$ cat config.mk
export PLATFORM = sky130hd
export DESIGN_NAME = pulse_expander
export DESIGN_NICKNAME = d
export VERILOG_FILES = /design/src/rtl/pulse_expander.sv
export SDC_FILE = /design/constraint.sdc
export NUM_CORES = 1
export LEC_CHECK = 0
export CAP_MARGIN = 20
export CORE_MARGIN = 10
export CORE_UTILIZATION = 35
export CTS_BUF_LIST = sky130_fd_sc_hd__clkbuf_8
export CTS_CLUSTER_DIAMETER = 120
export DETAILED_ROUTE_END_ITERATION = 10
export PLACE_DENSITY = 0.66
export REMOVE_ABC_BUFFERS = 1
export SLEW_MARGIN = 5
export SYNTH_ARGS = -nofsm -noshare
export SYNTH_HDL_FRONTEND = slang
export SYNTH_SLANG_ARGS = --single-unit
$ cat constraint.sdc
create_clock -name clk -period 2.1 [get_ports clk]
set_input_delay 0.42 -clock clk [delete_from_list [all_inputs] [get_ports clk]]
set_output_delay 0.42 -clock clk [all_outputs]
set_load 0.005 [all_outputs]
$ cat src/rtl/pulse_expander.sv
// pulse_expander
//   Expands one-cycle event pulses into visible level windows. Each event
//   gives HOLD_CYCLES of level_o high, then GAP_CYCLES of level_o low.
//   Events that arrive while a window or gap is running are counted and
//   played back one after another.
//
// Ports:
//   clk        system clock, rising edge
//   rst        synchronous active-high reset
//   pulse_i    event request; every high cycle is one event
//   level_o    expanded level (registered)
//   busy_o     high while a window or gap is in progress (registered)
//   pending_o  number of queued events not yet started (registered)
//   overflow_o sticky, set when an event is dropped on a full queue
module pulse_expander #(
  parameter int HOLD_CYCLES = 4,
  parameter int GAP_CYCLES  = 2,
  parameter int PEND_W      = 3
) (
  input  logic              clk,
  input  logic              rst,
  input  logic              pulse_i,
  output logic              level_o,
  output logic              busy_o,
  output logic [PEND_W-1:0] pending_o,
  output logic              overflow_o
);

  localparam int MAX_CYC = (HOLD_CYCLES > GAP_CYCLES) ? HOLD_CYCLES : GAP_CYCLES;
  localparam int CNT_W   = $clog2(MAX_CYC) + 1;

  localparam logic [CNT_W-1:0]  HOLD_LAST = CNT_W'(HOLD_CYCLES - 1);
  localparam logic [CNT_W-1:0]  GAP_LAST  = CNT_W'(GAP_CYCLES - 1);
  localparam logic [PEND_W-1:0] PEND_MAX  = '1;

  typedef enum logic [1:0] {
    IDLE = 2'd0,
    HOLD = 2'd1,
    GAP  = 2'd2
  } state_t;

  state_t            state_reg, state_next;
  logic [CNT_W-1:0]  cnt_reg, cnt_next;
  logic [PEND_W-1:0] pend_reg, pend_next;
  logic              ovf_reg, ovf_next;
  logic              level_reg, busy_reg;

  logic hold_done;
  logic gap_done;
  logic pend_inc;
  logic pend_dec;

  assign hold_done = (cnt_reg == HOLD_LAST);
  assign gap_done  = (cnt_reg == GAP_LAST);

  // A pulse on the final gap cycle with an empty queue restarts HOLD
  // directly instead of being queued; every other pulse outside IDLE queues.
  assign pend_dec = (state_reg == GAP) && gap_done && (pend_reg != '0);
  assign pend_inc = pulse_i &&
                    ((state_reg == HOLD) ||
                     ((state_reg == GAP) && !(gap_done && (pend_reg == '0))));

  always_comb begin
    state_next = state_reg;
    cnt_next   = cnt_reg + CNT_W'(1);
    pend_next  = pend_reg;
    ovf_next   = ovf_reg;

    case (state_reg)
      IDLE: begin
        cnt_next = '0;
        if (pulse_i) begin
          state_next = HOLD;
        end
      end
      HOLD: begin
        if (hold_done) begin
          state_next = GAP;
          cnt_next   = '0;
        end
      end
      GAP: begin
        if (gap_done) begin
          cnt_next = '0;
          if ((pend_reg != '0) || pulse_i) begin
            state_next = HOLD;
          end else begin
            state_next = IDLE;
          end
        end
      end
      default: begin
        state_next = IDLE;
        cnt_next   = '0;
      end
    endcase

    // Simultaneous increment and decrement cancel out.
    case ({pend_inc, pend_dec})
      2'b10: begin
        if (pend_reg == PEND_MAX) begin
          ovf_next = 1'b1;
        end else begin
          pend_next = pend_reg + PEND_W'(1);
        end
      end
      2'b01:   pend_next = pend_reg - PEND_W'(1);
      default: pend_next = pend_reg;
    endcase
  end

  always_ff @(posedge clk) begin
    if (rst) begin
      state_reg <= IDLE;
      cnt_reg   <= '0;
      pend_reg  <= '0;
      ovf_reg   <= 1'b0;
      level_reg <= 1'b0;
      busy_reg  <= 1'b0;
    end else begin
      state_reg <= state_next;
      cnt_reg   <= cnt_next;
      pend_reg  <= pend_next;
      ovf_reg   <= ovf_next;
      // Outputs are registered from the next state so they line up with it.
      level_reg <= (state_next == HOLD);
      busy_reg  <= (state_next != IDLE);
    end
  end

  assign level_o    = level_reg;
  assign busy_o     = busy_reg;
  assign pending_o  = pend_reg;
  assign overflow_o = ovf_reg;

endmodule

======== Word-level counts from Yosys, hierarchy flattened ========
Cells that the tools add are included.
operators by class
  add/subtract/negate cells ............... 3
  eq/ne operators ......................... 9
  mux-type cells .......................... 10
  reductions and logical operators ........ 15
operators with widths
  operator             count
  $pmux 3 s2           2
  $mux 3               3
  $add 3x1->3 const B  2
  $eq 2x1->1 const B   3
  $mux 2               3
  $pmux 2 s3           1
  $logic_and 1x1->1    5
  $eq 2x2->1 const B   2
  $reduce_and 2->1     2
  $reduce_bool 2->1    2
  $eq 3x1->1 const B   1
  $eq 3x2->1 const B   1
  $eq 3x3->1 const B   1
  $logic_not 3->1      1
  $reduce_bool 3->1    1
  $sub 3x1->3 const B  1
  $logic_not 2->1      1
  $logic_or 1x1->1     2
  $ne 2x2->1 const B   1
  $logic_not 1->1      1
  $mux 1               1
word-level totals
  flip-flop bits (word level) ............. 11
  input bits .............................. 3
  output and inout bits ................... 6
  logic and storage cells ................. 43

======== Logic depth before layout (Yosys ltp) ========
Gate-level depths: netlist of run 1.
  word-level depth ........................ 9
  gate-level depth with buffers ........... 10
  mapped depth without buffers ............ 9

======== Worst setup path before layout of run 1 ========
No wires, ideal clock.
  path kind ............................... register to register
  from .................................... register cnt_reg[0]
  to ...................................... register pend_reg[2] (netlist: pending_o[2])
  setup time .............................. 86 ps
  arrival time ............................ 1883 ps
  required time ........................... 2014 ps
  path slack .............................. 132 ps
  cell stages (with the launch flop) ...... 9
  buffers on the path ..................... 1
  period minus slack after synthesis ...... 1968 ps
  cells stage by stage .................... dfxtp_1 ha_1 nor3b_1 and2_4 buf_6 inv_1 fa_1 a32o_1 a211oi_1
between the ends
  longest elaborated chain between the ends .. 9
  elaborated cells between the ends (all ways) .. 14
  classes of those cells .................. eq/ne (4); mux (1); reduce/logical (9)
RTL lines
  element                                                           RTL line  text
  from (decl)                                                       43        logic [CNT_W-1:0] cnt_reg, cnt_next;
  from (signal assigned)                                            122       cnt_reg <= cnt_next;
  $eq 3x1->1 *                                                      54        assign gap_done = (cnt_reg == GAP_LAST);
  $logic_and 1x1->1                                                 61        ((state_reg == GAP) && !(gap_done && (pend_reg == '0))));
  $logic_not 1->1                                                   61
  $logic_and 1x1->1                                                 61
  $logic_or 1x1->1                                                  60        ((state_reg == HOLD) ||
  $logic_and 1x1->1                                                 59        assign pend_inc = pulse_i &&
  $eq 2x2->1 / $eq 2x1->1 (equally long branches)                   99        case ({pend_inc, pend_dec})
  $ne 2x2->1 (no line) / $reduce_bool 2->1 (equally long branches)  -
  $reduce_and 2->1 (no line)                                        -
  to (signal assigned)                                              123       pend_reg <= pend_next;
  to (decl)                                                         44        logic [PEND_W-1:0] pend_reg, pend_next;
Every way passes the cells marked *; elsewhere a longest branch is shown, timed or not.
A chain may end at the register's enable or synchronous reset.

======== Worst setup path in the final report of run 1 ========
  from .................................... input port pulse_i
  to ...................................... register pend_reg[2] (netlist: pending_o[2])
between the ends
  longest elaborated chain between the ends .. 4
  elaborated cells between the ends (all ways) .. 7
  classes of those cells .................. eq/ne (3); mux (1); reduce/logical (3)
RTL lines
  element                                                           RTL line  text
  from (decl)                                                       22        input logic pulse_i,
  $logic_and 1x1->1 *                                               59
  $eq 2x2->1 / $eq 2x1->1 (equally long branches)                   99
  $ne 2x2->1 (no line) / $reduce_bool 2->1 (equally long branches)  -
  $reduce_and 2->1 (no line)                                        -
Marked as above.

==> metrics, run 1 <==
Detailed Route WL=1466 um; hold path cells=2; Mean Syn Cell Area=9.051 um^2; max cap viols=0; routed wl met2=718 um; crit path time final=1.948 ns; first-pass GRT wire length=2525 um; Leak=0.0003268 uW; EDFF count, synth=0; H-tree lvl count=1; drt drc=0; min-delay src=overflow_o$_SDFFE_PP0P_; initial core utilization=36.26%; R2R depth=8; WS Path Type=primary input to register; GPL Wtd Cong=0.8307; Yosys top cell by area=dfxtp_1; Final Cycle Share=92.75%; Worst Path Required=2.25 ns; initial antenna violation count=0; Core Area=1922 um^2; Buffers on Ports=8; share of layout cells above drive strength 1=18.28%; Min Hold Slack=0.4840 ns; IO Count=9; Vert. Die Dim=64.62 um; Sink Count=11; Clock Skew=0.0002247 ns; post-route met1 wirelength=671 um; GRT Total Usage=7.317%; 1st-pass router iterations=3; Critical Path AT=2.10 ns; DR top layer=met4; post-synthesis register bit count=11; gr ovfl total=0; Clock Latency Late Sink=0.23 ns; clock root buffer=clkbuf_8; Fin. Hold Viols=0; hpwl dp=1118 um; Gate Count Post-Synth=77; CTS tree=yes; Setup TNS=0 ns; worst hold endpoint=overflow_o$_SDFFE_PP0P_; die area=4176 um^2; antenna-violating nets left=0; ys flop type=dfxtp_1; sequential share of the synthesized area=31.60%; run status=complete, no violations; Antenna Cells=0; Clock Path Buffers=2; Die W=64.62 um; yosys warns=0; Unique masters post-synth=31; Worst Hold Class=register to register; Final Max Slew Viols=0; DR vias=594; row count=16; Max Fclk=0.5134 GHz; Pwr Density=553.0 nW/um^2; Netlist Area Pre-Place=696.9 um^2; Avg WL per Cell=12.22 um; synthesis-to-finish area growth=29.26%; CP endpoint kind=register; Final setup viols=0; Worst setup SP type=primary input; number of global-route vias before repair=575; hold_buf cts=0; CP Max Fanout=3; r2r setup slk=0.18 ns; headroom to the max-slew limit=65.66%; Max rail drop VDD=0.0003675 V; largest net degree at the start of global routing=9; Area contributors post-synth=dfxtp_1 (32%), ha_1 (16%), inv_1 (5.9%); final net count=107; Num CTS Buffers=3; Worst Tran Pin Value=0.5021 ns; RSZ-0062 raised after global routing=false; r2r endpoint=pending_o[2]$_SDFFE_PP0P_; routed wl met3=45 um; Fillers=199; DR vias/cell=4.950; FF-to-FF Start=state_reg[0]$_SDFF_PP0_; Iter 0 DRT Violations=2; Synth top area share=31.60%; ys async rst share=0%; clock slew at reported path FFs=0.05 ns
==> layer usage <==
metal	GRT usage, %	vias up
li1	-	307
met4	3.209	0
met1	7.241	276
met5	0	-
met3	2.749	2
met2	13.30	9
==> worst max-delay path by stage <==
stage	cells past startpoint	end	startpoint
3_3_place_gp	7	pending_o[2]$_SDFFE_PP0P_	pulse_i
3_5_place_dp	8	pending_o[2]$_SDFFE_PP0P_	pulse_i
6_report	7	pending_o[2]$_SDFFE_PP0P_	pulse_i
2_1_floorplan	7	pending_o[2]$_SDFFE_PP0P_	cnt_reg[0]$_SDFF_PP0_
4_1_cts	9	pending_o[2]$_SDFFE_PP0P_	state_reg[0]$_SDFF_PP0_
5_1_grt	7	pending_o[2]$_SDFFE_PP0P_	pulse_i
==> timing repair <==
action	4_1_cts	5_1_grt
buffers inserted	0	2
setup endpoints to repair	1	1
gates resized for setup	1	4
pin swaps	0	1
==> power breakdown <==
part | switching (uW) | internal [uW] | leakage [uW]
Clock | 78.1 | 128 | 0.0000269
Sequential | 8.40 | 218 | 0.0000897
Combinational | 32.8 | 32.8 | 0.000210
==> cell type report <==
type / instances / area [um^2] / share of cell area [%]
clock buffer: 3 / 41.29 / 4.583
clock inverter: 1 / 3.754 / 0.4167
inverter: 12 / 45.04 / 5.000
multi-input combinational: 53 / 439.2 / 48.75
sequential: 11 / 220.2 / 24.44
tap: 27 / 33.78 / 3.750
timing repair buffer: 13 / 117.6 / 13.06
==> cell families after synthesis <==
logic type	Yosys count	synth area share, %
simple gates	24	20.11
compound gates	19	21.18
buf+inv	13	8.078
flops	11	31.60
fa+ha+maj	10	19.03
==> metrics by stage <==
step / util (%) / std cells / instance area, um^2 / total power (uW) / setup slack (ns)
final: 46.88 / 120 / 900.9 / 498.1 / 0.1522
after global routing: 46.88 / 120 / 900.9 / 526.5 / 0.04145
after CTS: 45.38 / 118 / 872.1 / 507.5 / 0.01612
after detailed placement: 42.77 / 114 / 822.0 / 293.7 / -0.2033
after global placement: 42.77 / 114 / 822.0 / 293.0 / -0.1425
after floorplan: - / 76 / 685.7 / 264.4 / 0.1922
==> worst max-delay path, cell delays in order <==
cell and delay, ns:
clkdlybuf4s50_1 0.46, nor3b_4 0.22, and2_4 0.17, inv_1 0.04, fa_2 0.36, a32o_1 0.22, a211oi_1 0.21
==> cells in the mapped netlist, types with 2 or more instances <==
library cell  number
dfxtp_1           11
nand2b_1           2
ha_1               9
nor4_1             2
inv_1             11
nor3_1             4
o22ai_1            2
a21oi_1            3
o31a_1             3
nand2_1            2
nor2b_1            4
a211oi_1           2
nor2_1             4
==> cell usage in the layout (no fill, tap or decap), drive strengths merged, types with 2 or more instances in the layout <==
master,instances
inv,13
dfxtp,11
ha,9
clkdlybuf4s50,8
buf,5
nor2b,4
nor3,4
nor2,4
o31a,3
a21oi,3
clkbuf,3
a211oi,3
nor4,3
o22ai,2
nand2b,2
nand2,2
No activity file was read; power rests on OpenSTA's default activity.
==> run 2: changes to the inputs <==
- PLACE_DENSITY: 0.66 -> 0.64
- clock period: 2.1 -> 1.9 ns (I/O delays scaled with it)
==> metrics, run 2 (synthesis results as in run 1) <==
Die W=64.62 um; CP Max Fanout=4; first-pass GRT wire length=2925 um; GPL Wtd Cong=0.8952; Final Cycle Share=95.54%; Core Area=1922 um^2; Pwr Density=570.1 nW/um^2; hold path cells=2; most common cell after layout, fill and taps aside=buf_4; H-tree lvl count=1; Critical Path AT=1.97 ns; share of layout cells above drive strength 1=29.25%; DR vias/cell=4.925; Max rail drop VDD=0.0003099 V; 1st-pass router iterations=2; number of global-route vias before repair=672; Worst Tran Pin Value=0.4356 ns; clock slew at reported path FFs=0.05 ns; gr ovfl total=0; Antenna Cells=0; antenna-violating nets left=0; initial core utilization=36.26%; Avg WL per Cell=12.54 um; Clock Latency Late Sink=0.24 ns; Leak=0.0003946 uW; Fin. Hold Viols=0; crit path time final=1.815 ns; Clock Path Buffers=2; max cap viols=0; Worst setup SP type=register; row count=16; clock root buffer=clkbuf_8; Num CTS Buffers=3; Sink Count=11; final net count=120; hold_buf cts=0; Setup TNS=0 ns; crit path cell chain=ha_2 -> o31a_1 -> and2_4 -> inv_1 -> fa_2 -> a32o_1 -> a211oi_1; post-CTS setup buffer count=0; largest net degree at the start of global routing=8; die area=4176 um^2; Core Util, Final=52.08%; Final Max Slew Viols=0; initial antenna violation count=0; Final setup viols=0; Fillers=191; placed insts=129; DR vias=655; IO Count=9; WS Path Type=register to register; CP endpoint kind=register; RSZ-0062 raised after global routing=true; synthesis-to-finish area growth=43.63%; headroom to the max-slew limit=70.71%; Worst Hold Class=register to register; delay of the slowest cell on the worst path=0.39 ns; Buffers on Ports=8; Max Fclk=0.5509 GHz; R2R depth=7; Detailed Route WL=1668 um; run status=complete, no violations; Buf+Inv Stages, Crit Path=1; Clock Skew=0.002633 ns; Min Hold Slack=0.4809 ns; GRT Total Usage=8.638%; CP Depth=7; drt drc=0; most frequent cells in the layout=buf_4 (18), inv_1 (12), dfxtp_1 (11); hpwl dp=1329 um; slowest cell on the critical path=dfxtp_1; Vert. Die Dim=64.62 um; Cell Count, Final, Fillers Out=133; Worst path top cell family by delay=compound AO/OA/AOI/OAI gates; Iter 0 DRT Violations=16; Worst Path Required=2.06 ns; CTS tree=yes
==> run 2: area by class of cell <==
| cell class | count | area (um^2) | share of cell area (%) |
|---|---|---|---|
| inverter | 12 | 45.04 | 4.500 |
| tap | 27 | 33.78 | 3.375 |
| clock buffer | 3 | 41.29 | 4.125 |
| clock inverter | 1 | 3.754 | 0.3750 |
| multi-input combinational | 53 | 442.9 | 44.25 |
| timing repair buffer | 26 | 214.0 | 21.37 |
| sequential | 11 | 220.2 | 22.00 |
==> run 2: tightest hold or removal path: stages (launching register included) <==
cell	delay, ns
dfxtp_1	0.33
a31oi_1	0.05
nor2_1	0.07
==> run 2: what timing repair did <==
action | 4_1_cts | 5_1_grt
pin swaps | 2 | 1
setup endpoints to repair | 2 | 2
cloned | 0 | 0
gates resized for setup | 4 | 4
==> run 2: metal layers <==
metal	part of all wire [%]	track usage [%]	vias up
met2	48	13.92	8
li1	-	-	335
met4	0.54	2.406	0
met1	47	9.971	310
met5	0	0	-
met3	4.7	4.124	2
==> run 2: final timing paths <==
| check | slack (ns) | from | to |
|---|---|---|---|
| setup / recovery | 0.08 | state_reg[1]$_SDFF_PP0_ | pending_o[2]$_SDFFE_PP0P_ |
| hold / removal | 0.48 | overflow_o$_SDFFE_PP0P_ | overflow_o$_SDFFE_PP0P_ |
| setup reg to reg | 0.08 | state_reg[1]$_SDFF_PP0_ | pending_o[2]$_SDFFE_PP0P_ |
| hold reg to reg | 0.48 | overflow_o$_SDFFE_PP0P_ | overflow_o$_SDFFE_PP0P_ |
==> run 2: stage by stage <==
stage / worst slack, ns / power, uW / area, um^2
final: 0.08482 / 570.7 / 1001
after global placement: -0.2812 / 340.4 / 934.6
after CTS: 0.05986 / 576.0 / 988.4
after detailed placement: -0.3751 / 342.4 / 934.6
after global routing: -0.005919 / 599.7 / 1001
after floorplan: -0.007838 / 292.2 / 685.7
==> run 2: report_power, final <==
group / internal [uW] / switching, uW / leakage, uW
registers: 241 / 4.22 / 0.0000897
clock network: 142 / 89.2 / 0.0000269
logic: 48.9 / 45.7 / 0.000278
==> run 3: changes to the inputs <==
- CAP_MARGIN: 20 -> 5
- clock period: 1.9 -> 1.8 ns (I/O delays scaled with it)
==> metrics, run 3 (synthesis results as in run 1) <==
Worst path top cell family by delay=compound AO/OA/AOI/OAI gates; Setup TNS=0 ns; delay of the slowest cell on the worst path=0.37 ns; H-tree lvl count=1; FF/Latch Area=222.7 um^2; Worst Hold Class=register to register; synthesis-to-finish area growth=56.19%; hold_buf cts=0; Num CTS Buffers=3; WS Path Type=register to register; drt drc=0; Final Cycle Share=95.85%; Clock Skew=0.0007702 ns; CP Depth=8; CP Max Fanout=3; clock slew at reported path FFs=0.05 ns; Buffers on Ports=8; 1st-pass router iterations=4; Worst Path Required=1.97 ns; Fin. Hold Viols=0; number of global-route vias before repair=707; hpwl dp=1394 um; CTS tree=yes; slowest cell on the critical path=fa_2; Worst Tran Pin Value=0.3581 ns; initial antenna violation count=0; Antenna Cells=0; share of layout cells above drive strength 1=42.34%; Max rail drop VDD=0.0004655 V; GRT Total Usage=9.195%; largest net degree at the start of global routing=8; Worst path most repeated cell=inv_2; Buf+Inv Stages, Crit Path=2; routed wl met2=923 um; headroom to the max-slew limit=75.51%; DR vias=690; DR vias/cell=5.000; Vert. Die Dim=64.62 um; RSZ-0062 raised after global routing=true; Critical Path AT=1.89 ns; final net count=125; GPL Wtd Cong=0.8585; Detailed Route WL=1851 um; hold path cells=2; pre-CTS WS=-0.4588 ns; Max Fclk=0.5796 GHz; die area=4176 um^2; Iter 0 DRT Violations=13; Sink Count=11; Die W=64.62 um; worst setup margin=0.07476 ns; initial core utilization=36.26%; Fillers=187; routed wl met3=65 um; crit path time final=1.725 ns; Multi-input gate area=490.5 um^2; max cap viols=0; most frequent cells in the layout=buf_4 (23), inv_1 (9), dfxtp_1 (9); Clock Path Buffers=2; Leak=0.0004363 uW; Pwr Density=570.4 nW/um^2; Worst setup SP type=register; Final Max Slew Viols=0; run status=complete, no violations; crit path cell chain=inv_2 -> ha_4 -> o31a_1 -> and2_4 -> inv_2 -> fa_2 -> a32o_2 -> a211oi_2; gr ovfl total=0; Clock Latency Late Sink=0.24 ns; Avg WL per Cell=13.41 um; R2R depth=8; Core Area=1922 um^2; most common cell after layout, fill and taps aside=buf_4; first-pass GRT wire length=3084 um; row count=16; Final setup viols=0; clock root buffer=clkbuf_8; IO Count=9; antenna-violating nets left=0; CP endpoint kind=register; post-route met1 wirelength=822 um; DR top layer=met4
run 3: final cells by class:
type | count | area share, %
flip-flops and latches | 11 | 20.46
clock buffers | 3 | 3.793
well taps | 27 | 3.103
clock inverters | 1 | 0.3448
inverters | 12 | 4.138
multi-input cells | 53 | 45.06
repair buffers | 31 | 23.10
run 3: worst paths after layout:
kind                                              start                        end  slack (ns)
worst min register to register  overflow_o$_SDFFE_PP0P_    overflow_o$_SDFFE_PP0P_        0.47
worst min-delay path            overflow_o$_SDFFE_PP0P_    overflow_o$_SDFFE_PP0P_        0.47
worst max register to register  state_reg[0]$_SDFF_PP0_  pending_o[2]$_SDFFE_PP0P_        0.07
worst max-delay path            state_reg[0]$_SDFF_PP0_  pending_o[2]$_SDFFE_PP0P_        0.07
run 3: repair_timing:
item | in CTS | in global routing
gates resized for setup | 17 | 4
endpoints found under the setup margin | 2 | 4
cloned | 0 | 0
pin swaps | 7 | 4
setup buffers | 1 | 1
run 3: through the flow:
step	cells	area, um^2	hold slack [ns]	power, uW	util [%]
2_1_floorplan	76	685.7	0.4246	308.4	-
3_3_place_gp	132	957.2	0.4707	361.4	49.80
3_5_place_dp	132	957.2	0.4626	363.5	49.80
4_1_cts	137	1069	0.4759	619.4	55.60
5_1_grt	138	1089	0.5634	644.6	56.64
6_report	138	1089	0.4678	620.9	56.64
run 3: layer usage:
metal	vias to the layer above	track usage, %
met2	9	15.52
met3	4	2.577
met4	0	6.150
li1	344	-
met5	-	0
met1	333	9.775
run 3: worst min-delay path: stages, from the launching register on:
cell and delay [ns]:
dfxtp_1 0.32, a31oi_1 0.04, nor2_1 0.07
run 3: where the power goes:
group | leakage, uW | switching, uW | total [uW] | internal, uW
registers | 0.0000907 | 5.23 | 259 | 254
logic | 0.000319 | 52.3 | 109 | 56.3
clock network | 0.0000269 | 103 | 253 | 150
